## src/rtl/banked_scalar_reg_file_if.sv

```systemverilog
// Package and bus interface for banked_scalar_reg_file.
// The package holds the writeback source selector shared by the design and
// anything that drives it. The interface bundles the issue request, read
// response and writeback buses. DATA_WIDTH defaults to `DATA_WIDTH (16 if
// the macro is not supplied by the build).

`ifndef DATA_WIDTH
`define DATA_WIDTH 16
`endif

package banked_scalar_reg_file_pkg;
  // Writeback source selector; encodings 5..7 are invalid and raise wb_error.
  typedef enum logic [2:0] {
    ALU_OUT          = 3'd0,
    LSU_OUT          = 3'd1,
    IMMEDIATE        = 3'd2,
    PC_PLUS_1        = 3'd3,
    VECTOR_TO_SCALAR = 3'd4
  } reg_input_mux_t;
endpackage

interface banked_scalar_reg_file_if #(
  parameter int DATA_WIDTH = `DATA_WIDTH,
  parameter int NUM_WARPS  = 4,
  parameter int NUM_REGS   = 32,
  parameter int PC_WIDTH   = 8
);
  import banked_scalar_reg_file_pkg::*;

  localparam int WARP_W = $clog2(NUM_WARPS);
  localparam int REG_W  = $clog2(NUM_REGS);

  // Issue request / read response
  logic                  req_valid;
  logic                  req_ready;
  logic [WARP_W-1:0]     req_warp_id;
  logic [REG_W-1:0]      req_rs1_addr;
  logic [REG_W-1:0]      req_rs2_addr;
  logic [REG_W-1:0]      req_rd_addr;
  logic                  req_rd_reserve;
  logic                  rsp_valid;
  logic [DATA_WIDTH-1:0] rs1;
  logic [DATA_WIDTH-1:0] rs2;

  // Writeback
  logic                  wb_valid;
  logic [WARP_W-1:0]     wb_warp_id;
  logic [REG_W-1:0]      wb_rd_addr;
  reg_input_mux_t        wb_src;
  logic [DATA_WIDTH-1:0] alu_out;
  logic [DATA_WIDTH-1:0] lsu_out;
  logic [DATA_WIDTH-1:0] wb_immediate;
  logic [DATA_WIDTH-1:0] vector_to_scalar_data;
  logic [PC_WIDTH-1:0]   pc;

  // Status
  logic [NUM_WARPS*DATA_WIDTH-1:0] warp_execution_mask;
  logic                            wb_error;

  // Scheduler / writeback side
  modport master (
    output req_valid, req_warp_id, req_rs1_addr, req_rs2_addr, req_rd_addr,
           req_rd_reserve, wb_valid, wb_warp_id, wb_rd_addr, wb_src, alu_out,
           lsu_out, wb_immediate, vector_to_scalar_data, pc,
    input  req_ready, rsp_valid, rs1, rs2, warp_execution_mask, wb_error
  );

  // Register file side
  modport slave (
    input  req_valid, req_warp_id, req_rs1_addr, req_rs2_addr, req_rd_addr,
           req_rd_reserve, wb_valid, wb_warp_id, wb_rd_addr, wb_src, alu_out,
           lsu_out, wb_immediate, vector_to_scalar_data, pc,
    output req_ready, rsp_valid, rs1, rs2, warp_execution_mask, wb_error
  );
endinterface

```

## src/rtl/banked_scalar_reg_file.sv

```systemverilog
// banked_scalar_reg_file: one bank of NUM_REGS scalar registers per warp,
// two registered read ports behind a valid/ready handshake, a per-register
// pending-write scoreboard that stalls RAW/WAW hazards, and a single muxed
// writeback port. Register NUM_REGS-1 of each warp is exported as that
// warp's execution mask.
// Optional feature: define WB_BYPASS_EN to forward a same-cycle writeback
// into both the read data and the req_ready scoreboard check.

`ifndef DATA_WIDTH
`define DATA_WIDTH 16
`endif

module banked_scalar_reg_file
  import banked_scalar_reg_file_pkg::*;
#(
  parameter int DATA_WIDTH = `DATA_WIDTH,
  parameter int NUM_WARPS  = 4,
  parameter int NUM_REGS   = 32,
  parameter int PC_WIDTH   = 8
) (
  input logic                     clk,
  input logic                     reset,   // asynchronous, active-low
  banked_scalar_reg_file_if.slave bus
);

  typedef logic [DATA_WIDTH-1:0] word_t;

  word_t               regs_q [NUM_WARPS][NUM_REGS];
  word_t               regs_d [NUM_WARPS][NUM_REGS];
  logic [NUM_REGS-1:0] pend_q [NUM_WARPS];
  logic [NUM_REGS-1:0] pend_d [NUM_WARPS];
  logic                rsp_valid_q, rsp_valid_d;
  word_t               rs1_q, rs1_d;
  word_t               rs2_q, rs2_d;
  logic                wb_error_q, wb_error_d;

  word_t               wb_data;
  logic                wb_src_ok;
  logic                wb_write;
  logic [NUM_REGS-1:0] req_pend;
  logic                req_ready;
  logic                accept;
  word_t               rs1_rd, rs2_rd;

  // Writeback source mux; an unknown selector marks the writeback invalid.
  always_comb begin
    // NOTE: every comb output gets a default first so no path can infer a latch.
    wb_data   = '0;
    wb_src_ok = 1'b1;
    case (bus.wb_src)
      ALU_OUT:          wb_data = bus.alu_out;
      LSU_OUT:          wb_data = bus.lsu_out;
      IMMEDIATE:        wb_data = bus.wb_immediate;
      PC_PLUS_1:        wb_data = DATA_WIDTH'(bus.pc) + DATA_WIDTH'(1);
      VECTOR_TO_SCALAR: wb_data = bus.vector_to_scalar_data;
      default:          wb_src_ok = 1'b0;
    endcase
  end

  // Register 0 is hard-wired: writes to it are dropped here.
  assign wb_write = bus.wb_valid && wb_src_ok && (bus.wb_rd_addr != '0);

  // Scoreboard view of the requesting bank and the resulting ready.
  always_comb begin
    req_pend = pend_q[bus.req_warp_id];
`ifdef WB_BYPASS_EN
    if (wb_write && (bus.wb_warp_id == bus.req_warp_id))
      req_pend[bus.wb_rd_addr] = 1'b0;
`endif
    req_ready = !(req_pend[bus.req_rs1_addr] || req_pend[bus.req_rs2_addr] ||
                  (bus.req_rd_reserve && req_pend[bus.req_rd_addr]));
  end

  assign accept = bus.req_valid && req_ready;

  // Source operand lookup, optionally forwarding the in-flight writeback.
  always_comb begin
    rs1_rd = regs_q[bus.req_warp_id][bus.req_rs1_addr];
    rs2_rd = regs_q[bus.req_warp_id][bus.req_rs2_addr];
`ifdef WB_BYPASS_EN
    if (wb_write && (bus.wb_warp_id == bus.req_warp_id)) begin
      if (bus.wb_rd_addr == bus.req_rs1_addr) rs1_rd = wb_data;
      if (bus.wb_rd_addr == bus.req_rs2_addr) rs2_rd = wb_data;
    end
`endif
  end

  // Next state: writeback clears pending first so a same-cycle reservation wins.
  always_comb begin
    regs_d = regs_q;
    pend_d = pend_q;
    if (wb_write) begin
      regs_d[bus.wb_warp_id][bus.wb_rd_addr] = wb_data;
      pend_d[bus.wb_warp_id][bus.wb_rd_addr] = 1'b0;
    end
    if (accept && bus.req_rd_reserve && (bus.req_rd_addr != '0))
      pend_d[bus.req_warp_id][bus.req_rd_addr] = 1'b1;
    rsp_valid_d = accept;
    rs1_d       = accept ? rs1_rd : rs1_q;
    rs2_d       = accept ? rs2_rd : rs2_q;
    wb_error_d  = wb_error_q || (bus.wb_valid && !wb_src_ok);
  end

  // State registers with architectural reset values for every bank.
  always_ff @(posedge clk or negedge reset) begin
    if (!reset) begin
      // NOTE: the register array is reset because reg1 and the mask register
      // have defined all-ones reset values that software relies on.
      for (int w = 0; w < NUM_WARPS; w++) begin
        for (int r = 0; r < NUM_REGS; r++)
          regs_q[w][r] <= (r == 1 || r == NUM_REGS - 1) ? '1 : '0;
        pend_q[w] <= '0;
      end
      rsp_valid_q <= 1'b0;
      rs1_q       <= '0;
      rs2_q       <= '0;
      wb_error_q  <= 1'b0;
    end else begin
      // NOTE: non-blocking assignments so every flop samples pre-edge values.
      regs_q      <= regs_d;
      pend_q      <= pend_d;
      rsp_valid_q <= rsp_valid_d;
      rs1_q       <= rs1_d;
      rs2_q       <= rs2_d;
      wb_error_q  <= wb_error_d;
    end
  end

  assign bus.req_ready = req_ready;
  assign bus.rsp_valid = rsp_valid_q;
  assign bus.rs1       = rs1_q;
  assign bus.rs2       = rs2_q;
  assign bus.wb_error  = wb_error_q;

  for (genvar w = 0; w < NUM_WARPS; w++) begin : g_mask
    assign bus.warp_execution_mask[w*DATA_WIDTH +: DATA_WIDTH] = regs_q[w][NUM_REGS-1];
  end

endmodule

```

## src/flat_wrapper.sv

```systemverilog
// flat-port wrapper written by rule: the top's interface ports become plain ports
module banked_scalar_reg_file_flat import banked_scalar_reg_file_pkg::*;
#(
  parameter int DATA_WIDTH = `DATA_WIDTH,
  parameter int NUM_WARPS  = 4,
  parameter int NUM_REGS   = 32,
  parameter int PC_WIDTH   = 8
)
  (clk, reset, bus_req_valid, bus_req_warp_id, bus_req_rs1_addr, bus_req_rs2_addr, bus_req_rd_addr, bus_req_rd_reserve, bus_wb_valid, bus_wb_warp_id, bus_wb_rd_addr, bus_wb_src, bus_alu_out, bus_lsu_out, bus_wb_immediate, bus_vector_to_scalar_data, bus_pc, bus_req_ready, bus_rsp_valid, bus_rs1, bus_rs2, bus_warp_execution_mask, bus_wb_error);
  banked_scalar_reg_file_if #(.DATA_WIDTH(DATA_WIDTH), .NUM_WARPS(NUM_WARPS), .NUM_REGS(NUM_REGS), .PC_WIDTH(PC_WIDTH)) bus_i ();
  input logic clk;
  input logic reset;
  input wire logic [$bits(bus_i.req_valid)-1:0] bus_req_valid;
  input wire logic [$bits(bus_i.req_warp_id)-1:0] bus_req_warp_id;
  input wire logic [$bits(bus_i.req_rs1_addr)-1:0] bus_req_rs1_addr;
  input wire logic [$bits(bus_i.req_rs2_addr)-1:0] bus_req_rs2_addr;
  input wire logic [$bits(bus_i.req_rd_addr)-1:0] bus_req_rd_addr;
  input wire logic [$bits(bus_i.req_rd_reserve)-1:0] bus_req_rd_reserve;
  input wire logic [$bits(bus_i.wb_valid)-1:0] bus_wb_valid;
  input wire logic [$bits(bus_i.wb_warp_id)-1:0] bus_wb_warp_id;
  input wire logic [$bits(bus_i.wb_rd_addr)-1:0] bus_wb_rd_addr;
  input wire logic [$bits(bus_i.wb_src)-1:0] bus_wb_src;
  input wire logic [$bits(bus_i.alu_out)-1:0] bus_alu_out;
  input wire logic [$bits(bus_i.lsu_out)-1:0] bus_lsu_out;
  input wire logic [$bits(bus_i.wb_immediate)-1:0] bus_wb_immediate;
  input wire logic [$bits(bus_i.vector_to_scalar_data)-1:0] bus_vector_to_scalar_data;
  input wire logic [$bits(bus_i.pc)-1:0] bus_pc;
  output wire logic [$bits(bus_i.req_ready)-1:0] bus_req_ready;
  output wire logic [$bits(bus_i.rsp_valid)-1:0] bus_rsp_valid;
  output wire logic [$bits(bus_i.rs1)-1:0] bus_rs1;
  output wire logic [$bits(bus_i.rs2)-1:0] bus_rs2;
  output wire logic [$bits(bus_i.warp_execution_mask)-1:0] bus_warp_execution_mask;
  output wire logic [$bits(bus_i.wb_error)-1:0] bus_wb_error;
  assign bus_i.req_valid = bus_req_valid;
  assign bus_i.req_warp_id = bus_req_warp_id;
  assign bus_i.req_rs1_addr = bus_req_rs1_addr;
  assign bus_i.req_rs2_addr = bus_req_rs2_addr;
  assign bus_i.req_rd_addr = bus_req_rd_addr;
  assign bus_i.req_rd_reserve = bus_req_rd_reserve;
  assign bus_i.wb_valid = bus_wb_valid;
  assign bus_i.wb_warp_id = bus_wb_warp_id;
  assign bus_i.wb_rd_addr = bus_wb_rd_addr;
  assign bus_i.wb_src = bus_wb_src;
  assign bus_i.alu_out = bus_alu_out;
  assign bus_i.lsu_out = bus_lsu_out;
  assign bus_i.wb_immediate = bus_wb_immediate;
  assign bus_i.vector_to_scalar_data = bus_vector_to_scalar_data;
  assign bus_i.pc = bus_pc;
  assign bus_req_ready = bus_i.req_ready;
  assign bus_rsp_valid = bus_i.rsp_valid;
  assign bus_rs1 = bus_i.rs1;
  assign bus_rs2 = bus_i.rs2;
  assign bus_warp_execution_mask = bus_i.warp_execution_mask;
  assign bus_wb_error = bus_i.wb_error;
  banked_scalar_reg_file #(.DATA_WIDTH(DATA_WIDTH), .NUM_WARPS(NUM_WARPS), .NUM_REGS(NUM_REGS), .PC_WIDTH(PC_WIDTH)) u_core (.clk(clk), .reset(reset), .bus(bus_i));
endmodule
```

## config.mk

```make
export PLATFORM = sky130hd
export DESIGN_NAME = banked_scalar_reg_file_flat
export DESIGN_NICKNAME = d
export VERILOG_FILES = /design/src/rtl/banked_scalar_reg_file_if.sv /design/src/rtl/banked_scalar_reg_file.sv /design/src/flat_wrapper.sv
export SDC_FILE = /design/constraint.sdc
export NUM_CORES = 2
export LEC_CHECK = 0
export ABC_CLOCK_PERIOD_IN_PS = 4650
export CAP_MARGIN = 20
export CORE_ASPECT_RATIO = 0.6
export CORE_MARGIN = 8
export CORE_UTILIZATION = 30
export DETAILED_ROUTE_END_ITERATION = 10
export PLACE_DENSITY_LB_ADDON = 0.05
export SLEW_MARGIN = 20
export SYNTH_ARGS = -nofsm -noshare
export SYNTH_HDL_FRONTEND = slang
export SYNTH_SLANG_ARGS = --single-unit
```

## constraint.sdc

```tcl
create_clock -name clk -period 4.65 [get_ports clk]
set_clock_uncertainty 0.05 [all_clocks]
set_input_delay 0.93 -clock clk [delete_from_list [all_inputs] [get_ports clk]]
set_output_delay 0.93 -clock clk [all_outputs]
set_load 0.005 [all_outputs]
```

==> run summary <==
max_cap viols -> 0
type of the worst min-delay path -> reg2reg
nets -> 8,918
syn_nets -> 9,023
Pins Over Slew Limit -> 0
IO buf count -> 202
final hold viol count -> 0
first-pass GRT wire length -> 604 mm
TNS Setup -> -0.0647 ns
Crit path required time -> 3.67 ns
DR DRC count -> 0
slew margin rel. -> 0.121
Setup crit start kind -> flop
total die area -> 0.363 mm²
vias in the first global route -> 71,700
Crit Path Class -> reg2out
WL final -> 432 mm
post-synth top area share -> 0.506
Vert. Die Dim -> 470 µm
area leader, netlist -> dfrtp_1
gr usage total -> 0.234
Worst VDD drop -> 0.295 mV
Site Rows -> 166
grt total ovfl -> 0
Post-synth top cells -> dfrtp_1 (2,082), nor2_1 (1,661), a21oi_1 (1,532), mux4_2 (877), clkbuf_1 (809)
routability cong. -> 0.888
DP HPWL -> 288 mm
DR pass1 iterations -> 6
Ys Warns -> 0
Clk Latency, worst-skew pair -> 0.92 ns
leak pwr -> 51.1 nW
ys async rst share -> 1.00
DR iter-0 viols -> 7,929
initial antenna violation count -> 48
DR WL/cell -> 31.9 µm
share of cells above drive strength 1 -> 0.229
fin util -> 0.352
Die Width -> 772 µm
final hold slack -> 0.322 ns
met1 Use GR -> 0.382
Fmax -> 212 MHz
TritonCTS clock tree -> done
global-route track usage on met3 -> 0.0823
Post-synth top flop -> dfrtp_1
post-DR vias/cell -> 5.51
Post-synth EDFFs -> 0
grt peak-use layer -> met1
largest net degree at the start of global routing -> 149
Cells after DPL -> 13,100
min cycle time layout -> 4.71 ns
Initial Util -> 0.302
# setup viols final -> 1
flip-flop and latch count after synthesis -> 2,210
arrival time worst endpoint -> 3.73 ns
register area share after synthesis -> 0.539
Synth Cell Area -> 0.103 mm²
Power, Total -> 48.3 mW
Layout Cells excl Fill -> 13,600
outcome -> complete, but fails checks
core box area -> 0.341 mm²
syn avg cell area -> 11.5 µm²
worst slew pin tran -> 1.31 ns
CTS buffer count -> 235
clk sinks -> 2,210
Final ANT Viol Nets -> 0
setup ws final -> -0.0647 ns
failing checks -> setup timing
top cells by area, synth -> dfrtp_1 (51%), mux4_2 (19%), a21oi_1 (7.4%)
library cells used by synthesis -> 65
Crit. End Element -> output pin
most common cell in the netlist -> dfrtp_1
via count -> 74,700
CTS Buffer Depth -> 4
Max FO, Critical Path -> 3
met2 usage -> 0.290
Layout area overhead -> 16.6%
num ports -> 203
unrepaired setup endpoints after global routing -> true
Post-Synthesis Cells -> 8,918
Root Buffer -> clkbuf_16
clk slew on worst S/H paths -> 0.06 ns
Cell Pwr Density -> 403 mW/mm²
final clock period utilization by the worst path -> 1.01
H-Tree Depth -> 4
==> worst max-delay path: stages (launching register included) <==
cell	delay (ns)
dfrtp_2	0.47
mux4_2	0.57
o211ai_1	0.27
o21ai_1	0.10
or2_4	0.25
or4_1	0.43
or3_4	0.37
nor3_4	0.19
buf_2	0.17
==> worst paths after layout <==
kind | start | endpoint | slack (ns) | cells after the start
max in group asynchronous | reset | u_core.pend_q[62] | 2.46 | 4
hold / removal | u_core.regs_q[1019] | u_core.regs_q[1019] | 0.32 | 0
hold reg to reg | u_core.regs_q[1019] | u_core.regs_q[1019] | 0.32 | 0
setup / recovery | u_core.pend_q[57] | bus_req_ready | -0.06 | 8
setup reg to reg | u_core.pend_q[38] | u_core.pend_q[76] | 1.05 | 11
min in group asynchronous | reset | u_core.regs_q[1419] | 0.56 | 2
==> repair_timing <==
action / CTS / global route
pin swaps: 4 / 0
buffers inserted: 5 / 0
hold endpoints to repair: 31 / 0
resized for setup: 22 / 2
hold buffers: 1 / 0
endpoints found under the setup margin: 1 / 1
==> where the power goes <==
part | total (mW) | switching [mW] | leakage [nW] | internal (mW)
clock | 19.5 | 8.43 | 3.81 | 11.1
combinational | 6.93 | 4.08 | 17.6 | 2.84
sequential | 21.9 | 1.01 | 29.7 | 20.9
total | 48.3 | 13.5 | 51.1 | 34.8
==> state kept, by name (all words and copies together), names as in the netlist <==
| name | cells |
|---|---|
| u_core.bus.rsp_valid | 1 |
| u_core.bus.rs2 | 16 |
| u_core.pend_q | 128 |
| u_core.bus.warp_execution_mask | 64 |
| u_core.regs_q | 1984 |
| u_core.bus.rs1 | 16 |
| u_core.bus.wb_error | 1 |
==> cells in the final DEF, fill, tap and decap left out, types with 20 or more instances in the layout <==
master and count:
a21oi_1 1519, mux4_2 880, nor2_4 36, inv_1 102
clkbuf_8 65, nand2_1 558, o21ai_0 503, nand3_1 42
clkbuf_16 238, nor2_1 1566, buf_12 133, mux4_1 20
clkinv_2 30, mux2_2 76, dfrtp_1 2075, buf_4 332
a32o_1 124, nor2_2 59, clkdlybuf4s50_1 189, clkbuf_1 61
dfstp_2 128, diode_2 31, mux2i_1 50
==> final cells by class <==
cell class                 count  area [µm²]
tap                         4536        5680
multi-input combinational   5596       43400
clock buffer                 363        7070
inverter                     103         387
sequential                  2210       55500
timing repair buffer         667        7200
clock inverter                52         654
fill                       33500      221000
antenna                       31        77.6
==> per-layer routing <==
layer,wire [µm],part of all wire
met1,220000,0.51
met2,160000,0.37
met3,44000,0.10
met5,86,0.00020
met4,8520,0.020
==> kinds of logic after synthesis <==
family / share of synthesized area
AND/OR/NAND/NOR: 0.0888
flip-flops: 0.539
AO/OA/AOI/OAI: 0.115
multiplexers: 0.211
adder cells (fa/ha/maj): 0.000122
XOR/XNOR: 0.000511
buffers and inverters: 0.0456
==> through the flow <==
| step | area [µm²] | worst slack (ns) |
|---|---|---|
| 2_1_floorplan | 103000 | 0.308 |
| 3_3_place_gp | 112000 | -1.12 |
| 3_5_place_dp | 112000 | -1.10 |
| 4_1_cts | 120000 | -0.128 |
| 5_1_grt | 120000 | -0.199 |
| 6_report | 120000 | -0.0647 |
(Power assumes the default switching activity.)
